**src/rtl/mul_sched_if.sv**
```systemverilog
// Request/grant bus for the two-requester shift-add multiplier.
// Handshake: a requester holds reqN high with aN/bN stable; gntN is a one-cycle
// combinational grant and the operands are captured on the rising edge ending that cycle.
interface mul_sched_if;
   logic       req0;
   logic [4:0] a0;
   logic [4:0] b0;
   logic       req1;
   logic [4:0] a1;
   logic [4:0] b1;
   logic       gnt0;
   logic       gnt1;
   logic       busy;
   logic       done;
   logic       done_id;
   logic [9:0] mulout;
   logic [1:0] state_dbg;

   modport master (
      output req0, a0, b0, req1, a1, b1,
      input  gnt0, gnt1, busy, done, done_id, mulout, state_dbg
   );

   modport slave (
      input  req0, a0, b0, req1, a1, b1,
      output gnt0, gnt1, busy, done, done_id, mulout, state_dbg
   );
endinterface

```
**src/rtl/mul_sched.sv**
```systemverilog
// Round-robin shared 5x5 unsigned multiplier: one shift-add step per cycle,
// with early termination when either latched operand is zero.
module mul_sched (
   input  logic         clk,
   input  logic         rst_n,
   mul_sched_if.slave   bus
);
   typedef enum logic [1:0] {
      IDLE = 2'd0,
      RUN  = 2'd1,
      DONE = 2'd2
   } state_e;

   state_e     state_q, state_d;
   logic [4:0] a_q, a_d;
   logic [4:0] b_q, b_d;
   logic       owner_q, owner_d;
   logic       last_q, last_d;
   logic [9:0] acc_q, acc_d;
   logic [9:0] mul_q, mul_d;
   logic [2:0] step_q, step_d;
   logic       done_q, done_d;
   logic       done_id_q, done_id_d;
   logic       busy_q, busy_d;

   logic       win;
   logic       grant_ok;
   logic [4:0] win_a;
   logic [4:0] win_b;
   logic [9:0] addend;

   // With both requesting, the one not served last wins; a lone requester always wins.
   always_comb begin
      win      = (bus.req0 && bus.req1) ? ~last_q : bus.req1;
      grant_ok = (state_q == IDLE) && rst_n && (bus.req0 || bus.req1);
      win_a    = win ? bus.a1 : bus.a0;
      win_b    = win ? bus.b1 : bus.b0;
      addend   = b_q[step_q] ? ({5'd0, a_q} << step_q) : 10'd0;
   end

   assign bus.gnt0      = grant_ok && !win;
   assign bus.gnt1      = grant_ok && win;
   assign bus.busy      = busy_q;
   assign bus.done      = done_q;
   assign bus.done_id   = done_id_q;
   assign bus.mulout    = mul_q;
   assign bus.state_dbg = state_q;

   always_comb begin
      state_d   = state_q;
      a_d       = a_q;
      b_d       = b_q;
      owner_d   = owner_q;
      last_d    = last_q;
      acc_d     = acc_q;
      mul_d     = mul_q;
      step_d    = step_q;
      done_d    = 1'b0;
      done_id_d = done_id_q;
      case (state_q)
         IDLE: begin
            if (grant_ok) begin
               a_d     = win_a;
               b_d     = win_b;
               owner_d = win;
               last_d  = win;
               acc_d   = 10'd0;
               step_d  = 3'd0;
               if (win_a == 5'd0 || win_b == 5'd0) begin
                  state_d   = DONE;
                  done_d    = 1'b1;
                  done_id_d = win;
                  mul_d     = 10'd0;
               end else begin
                  state_d = RUN;
               end
            end
         end
         RUN: begin
            acc_d  = acc_q + addend;
            step_d = step_q + 3'd1;
            if (step_q == 3'd4) begin
               state_d   = DONE;
               done_d    = 1'b1;
               done_id_d = owner_q;
               mul_d     = acc_q + addend;
            end
         end
         DONE:    state_d = IDLE;
         default: state_d = IDLE;
      endcase
      busy_d = (state_d != IDLE);
   end

   always_ff @(posedge clk or negedge rst_n) begin
      if (!rst_n) begin
         state_q   <= IDLE;
         a_q       <= 5'd0;
         b_q       <= 5'd0;
         owner_q   <= 1'b0;
         last_q    <= 1'b1;
         acc_q     <= 10'd0;
         mul_q     <= 10'd0;
         step_q    <= 3'd0;
         done_q    <= 1'b0;
         done_id_q <= 1'b0;
         busy_q    <= 1'b0;
      end else begin
         state_q   <= state_d;
         a_q       <= a_d;
         b_q       <= b_d;
         owner_q   <= owner_d;
         last_q    <= last_d;
         acc_q     <= acc_d;
         mul_q     <= mul_d;
         step_q    <= step_d;
         done_q    <= done_d;
         done_id_q <= done_id_d;
         busy_q    <= busy_d;
      end
   end
endmodule
```
**src/flat_wrapper.sv**
```systemverilog
// flat-port wrapper written by rule: the top's interface ports become plain ports
module mul_sched_flat 
  (clk, rst_n, bus_req0, bus_a0, bus_b0, bus_req1, bus_a1, bus_b1, bus_gnt0, bus_gnt1, bus_busy, bus_done, bus_done_id, bus_mulout, bus_state_dbg);
  mul_sched_if bus_i ();
  input  logic clk;
  input  logic rst_n;
  input wire logic [$bits(bus_i.req0)-1:0] bus_req0;
  input wire logic [$bits(bus_i.a0)-1:0] bus_a0;
  input wire logic [$bits(bus_i.b0)-1:0] bus_b0;
  input wire logic [$bits(bus_i.req1)-1:0] bus_req1;
  input wire logic [$bits(bus_i.a1)-1:0] bus_a1;
  input wire logic [$bits(bus_i.b1)-1:0] bus_b1;
  output wire logic [$bits(bus_i.gnt0)-1:0] bus_gnt0;
  output wire logic [$bits(bus_i.gnt1)-1:0] bus_gnt1;
  output wire logic [$bits(bus_i.busy)-1:0] bus_busy;
  output wire logic [$bits(bus_i.done)-1:0] bus_done;
  output wire logic [$bits(bus_i.done_id)-1:0] bus_done_id;
  output wire logic [$bits(bus_i.mulout)-1:0] bus_mulout;
  output wire logic [$bits(bus_i.state_dbg)-1:0] bus_state_dbg;
  assign bus_i.req0 = bus_req0;
  assign bus_i.a0 = bus_a0;
  assign bus_i.b0 = bus_b0;
  assign bus_i.req1 = bus_req1;
  assign bus_i.a1 = bus_a1;
  assign bus_i.b1 = bus_b1;
  assign bus_gnt0 = bus_i.gnt0;
  assign bus_gnt1 = bus_i.gnt1;
  assign bus_busy = bus_i.busy;
  assign bus_done = bus_i.done;
  assign bus_done_id = bus_i.done_id;
  assign bus_mulout = bus_i.mulout;
  assign bus_state_dbg = bus_i.state_dbg;
  mul_sched u_core (.clk(clk), .rst_n(rst_n), .bus(bus_i));
endmodule
```
**config.mk**
```make
export PLATFORM = sky130hd
export DESIGN_NAME = mul_sched_flat
export DESIGN_NICKNAME = d
export VERILOG_FILES = /design/src/rtl/mul_sched_if.sv /design/src/rtl/mul_sched.sv /design/src/flat_wrapper.sv
export SDC_FILE = /design/constraint.sdc
export NUM_CORES = 1
export LEC_CHECK = 0
export CAP_MARGIN = 20
export CORE_ASPECT_RATIO = 0.5
export CORE_MARGIN = 1
export CORE_UTILIZATION = 50
export CTS_CLUSTER_SIZE = 10
export DETAILED_ROUTE_END_ITERATION = 8
export PLACE_DENSITY = 0.76
export RECOVER_POWER = 25
export SYNTH_ARGS = -nofsm -noshare
export SYNTH_HDL_FRONTEND = slang
export SYNTH_SLANG_ARGS = --single-unit
```
**constraint.sdc**
```tcl
create_clock -name clk -period 8.3 [get_ports clk]
set_input_delay 0.83 -clock clk [delete_from_list [all_inputs] [get_ports clk]]
set_output_delay 0.83 -clock clk [all_outputs]
set_load 0.03 [all_outputs]
```
==> impl_metrics.tcl <==
set metrics [dict create \
    clock-sinks 40 \
    r2r_cells 10 \
    syn_area_um2 2380 \
    ys_top_cells_by_area "dfrtp_1, o21ai_0, ha_1, nand2_1, mux2i_1" \
    post_cts_buffers 0 \
    dp_cells 352 \
    worstHoldPathType "reg2reg" \
    post-dp-hpwl_um 4020 \
    cts_tree "built" \
    min_path_cells 2 \
    critPathCaptureType "primary output" \
    die-area_um2 5050 \
    swShare_pct 44.5 \
    syn_avg_cell_area_um2 9.33 \
    startpoint_type "primary input" \
    grt_pass1_wl_um 8840 \
    ios 41 \
    finalCriticalPeriod_ns 4.61 \
    ys_seq_area_share_pct 42.1 \
    ir_drop_v 0.000143 \
    fin_skew_ns 0.00882 \
    synth_cell_type_count 46 \
    multi_input_comb_area_um2 1290 \
    num_vias 2027 \
    routabilityCongestion 0.928 \
    async_flop_share_pct 100 \
    clock_power_share_pct 13.2 \
    diodes 0 \
    ant_nets 0 \
    ff_latch_area_um2 1000 \
    hold_buffers 0 \
    wl_met1_um 2580 \
    powerDensity_nw_per_um2 347 \
    cts_buffer_depth 2 \
    crit_type "in2out" \
    antenna_found_initial 0 \
    cp.arrival_ns 3.78 \
    start_util_pct 53.0 \
    first_pass_iters 4 \
    synth-main-ff-cell "dfrtp_1" \
    cts_buffers 5 \
    worstSetupStartpoint "rst_n" \
    rsz0062_at_grt "no" \
    overflow 0 \
    required_ns 7.47 \
    p_int_w 0.000562 \
    timing.rr.end "u_core.bus.mulout[5]$_DFFE_PN0P_" \
    slowest_stage "clkbuf_1" \
    max_freq_mhz 217 \
    post-route-util_pct 65.0 \
    drv_slew 43 \
    holdPathEnd "u_core.b_q[3]$_DFFE_PN0P_" \
    fin_cells 360 \
    die_y_um 50.8 \
    worstSkewPairLatency_ns 0.29 \
    nets 329 \
    cpPeakStageDelay_ns 1.53 \
    timing_hold_violations_final 0 \
    yosys_warnings 0 \
    first_global_vias 1896 \
    drt_iter0_drc 80 \
    top_layer_used "met4" \
    r2r_start "u_core.step_q[0]$_DFFE_PN0P_" \
    htree_levels 2 \
    mappedNetlistNets 291 \
    syn2layout_area_growth_pct 22.6 \
    fp-row-count 17 \
    synth.most_common_cell "dfrtp_1" \
    ys_ff_latch 40 \
    worstPathCellList "clkbuf_1 -> o211ai_1 -> buf_4 -> nor2_1 -> clkdlybuf4s50_1" \
    synthTopCellsByCount "dfrtp_1, nand2_1, o21ai_0, nand3_1, nor2_1" \
    setup_violations 0 \
    drc 0 \
    worstMarginPinSlew_ns 2.17 \
    relSlewSlack_pct -44.9 \
    grt_usage_pct 22.8 \
    drv_cap 1 \
    path_max_fanout 42 \
    pwr-share-seq_pct 34.1 \
    core_area_um2 4490 \
    chipWidth_um 99.5 \
    setup_tns_ns 0 \
    fillers 375 \
    io_buffers 40 \
    violations "max-capacitance violations, max-slew violations" \
    reg2reg_slack_ns 5.24 \
    layout-drive-gt1-share_pct 8.16 \
    grt_max_degree 43 \
    synth_top_area_cell "dfrtp_1" \
    status "finished, violations left" \
    final.period_utilization_pct 55.6 \
    pwr-share-comb_pct 52.8 \
    leakage_nw 1.34 \
    p_sw_w 0.000450 \
    cts_root_buffer "clkbuf_8" \
    wl_met3_um 313 \
    wl_met2_um 2310 \
    synth_top_area_share_pct 41.0 \
    routed_wl_um 5240 \
    cts_resized 0 \
    clk_pin_slew_ns 0.07 \
    via_per_inst 5.63 \
    synth_enable_flop_cells 0 \
    synthCells 255 \
    worstHoldStart "u_core.b_q[3]$_DFFE_PN0P_" \
    p_total_w 0.00101 \
    wire_per_inst_um 14.6 \
]
-- registers in the layout, indices dropped and copies added (netlist names) --
name,count
u_core.last_q,1
u_core.bus.done,1
u_core.owner_q,1
u_core.bus.done_id,1
u_core.bus.busy,1
u_core.bus.state_dbg,2
u_core.bus.mulout,10
u_core.b_q,5
u_core.a_q,5
u_core.step_q,3
u_core.acc_q,10
-- cell families (layout without fill, tap and decap cells) --
family	Yosys count	count (layout)	share of synthesized area, %
AOI/OAI and AO/OA	71	71	20.5
xor gates and xnor gates	5	5	1.84
adders and majority gates	12	12	6.63
buffers and inverters	22	61	3.58
DFF	40	40	42.1
muxes	16	16	7.47
and+or+nand+nor	89	89	17.8
-- power by group through the flow --
stage	sequential (W)	clock [W]	combinational (W)
final	0.000345	0.000133	0.000534
after global routing	0.000355	0.000147	0.000590
after CTS	0.000344	0.000136	0.000534
after detailed placement	0.000348	0	0.000531
after global placement	0.000343	0	0.000519
after floorplan	0.000380	0	0.000336
-- critical path, delay by kind of cell --
family / cells / cell delay, ns
compound gates: 1 / 0.20
simple gates: 1 / 0.18
buf+inv: 3 / 2.56
-- routing by layer --
layer | GRT usage [%] | vias to the layer above
met5 | 0 | -
met4 | 6.62 | 0
met3 | 4.60 | 5
met2 | 34.1 | 78
met1 | 33.3 | 950
li1 | - | 994
-- worst max-delay path by stage --
stage,depth (start not counted),slack (ns),endpoint
floorplan,11,5.49,u_core.bus.mulout[5]$_DFFE_PN0P_
global placement,5,4.62,bus_gnt0
detailed placement,5,4.56,bus_gnt0
CTS,5,4.56,bus_gnt0
global route,5,3.17,bus_gnt0
finish,5,3.69,bus_gnt0
-- metrics by stage --
| step | worst slack, ns | hold slack, ns | cell area, um2 |
|---|---|---|---|
| 3_3_place_gp | 4.62 | 0.465 | 2820 |
| 5_1_grt | 3.17 | 0.510 | 2920 |
| 2_1_floorplan | 5.49 | 0.445 | 2380 |
| 4_1_cts | 4.56 | 0.488 | 2920 |
| 3_5_place_dp | 4.56 | 0.472 | 2820 |
| 6_report | 3.69 | 0.484 | 2920 |
-- area by class of cell --
class | count | area share [%]
Clock buffer | 6 | 2.83
Clock inverter | 2 | 0.343
Inverter | 12 | 1.55
Multi-Input combinational cell | 193 | 44.3
Sequential cell | 40 | 34.4
Tap cell | 66 | 2.83
Timing Repair Buffer | 41 | 13.8
-- cells in the final DEF (no fill, tap or decap), drive strengths merged, types with 2 or more instances in the layout --
cell,netlist,final
dfrtp,39,39
o21ai,30,30
or4,6,6
nand4,2,2
xnor2,3,3
clkinv,0,2
ha,11,11
clkbuf,8,7
and2,2,2
a21oi,7,7
a31oi,3,3
nor2b,3,3
nand3,18,18
xor2,2,2
nand2b,2,2
inv,12,12
mux2i,11,11
o21a,4,4
and3,2,2
nand2,30,30
nor2,18,18
a21o,8,8
nor3,4,4
clkdlybuf4s50,0,39
o31ai,5,5
mux2,4,4
o211ai,5,5
Power figures use the tool's default switching activity.
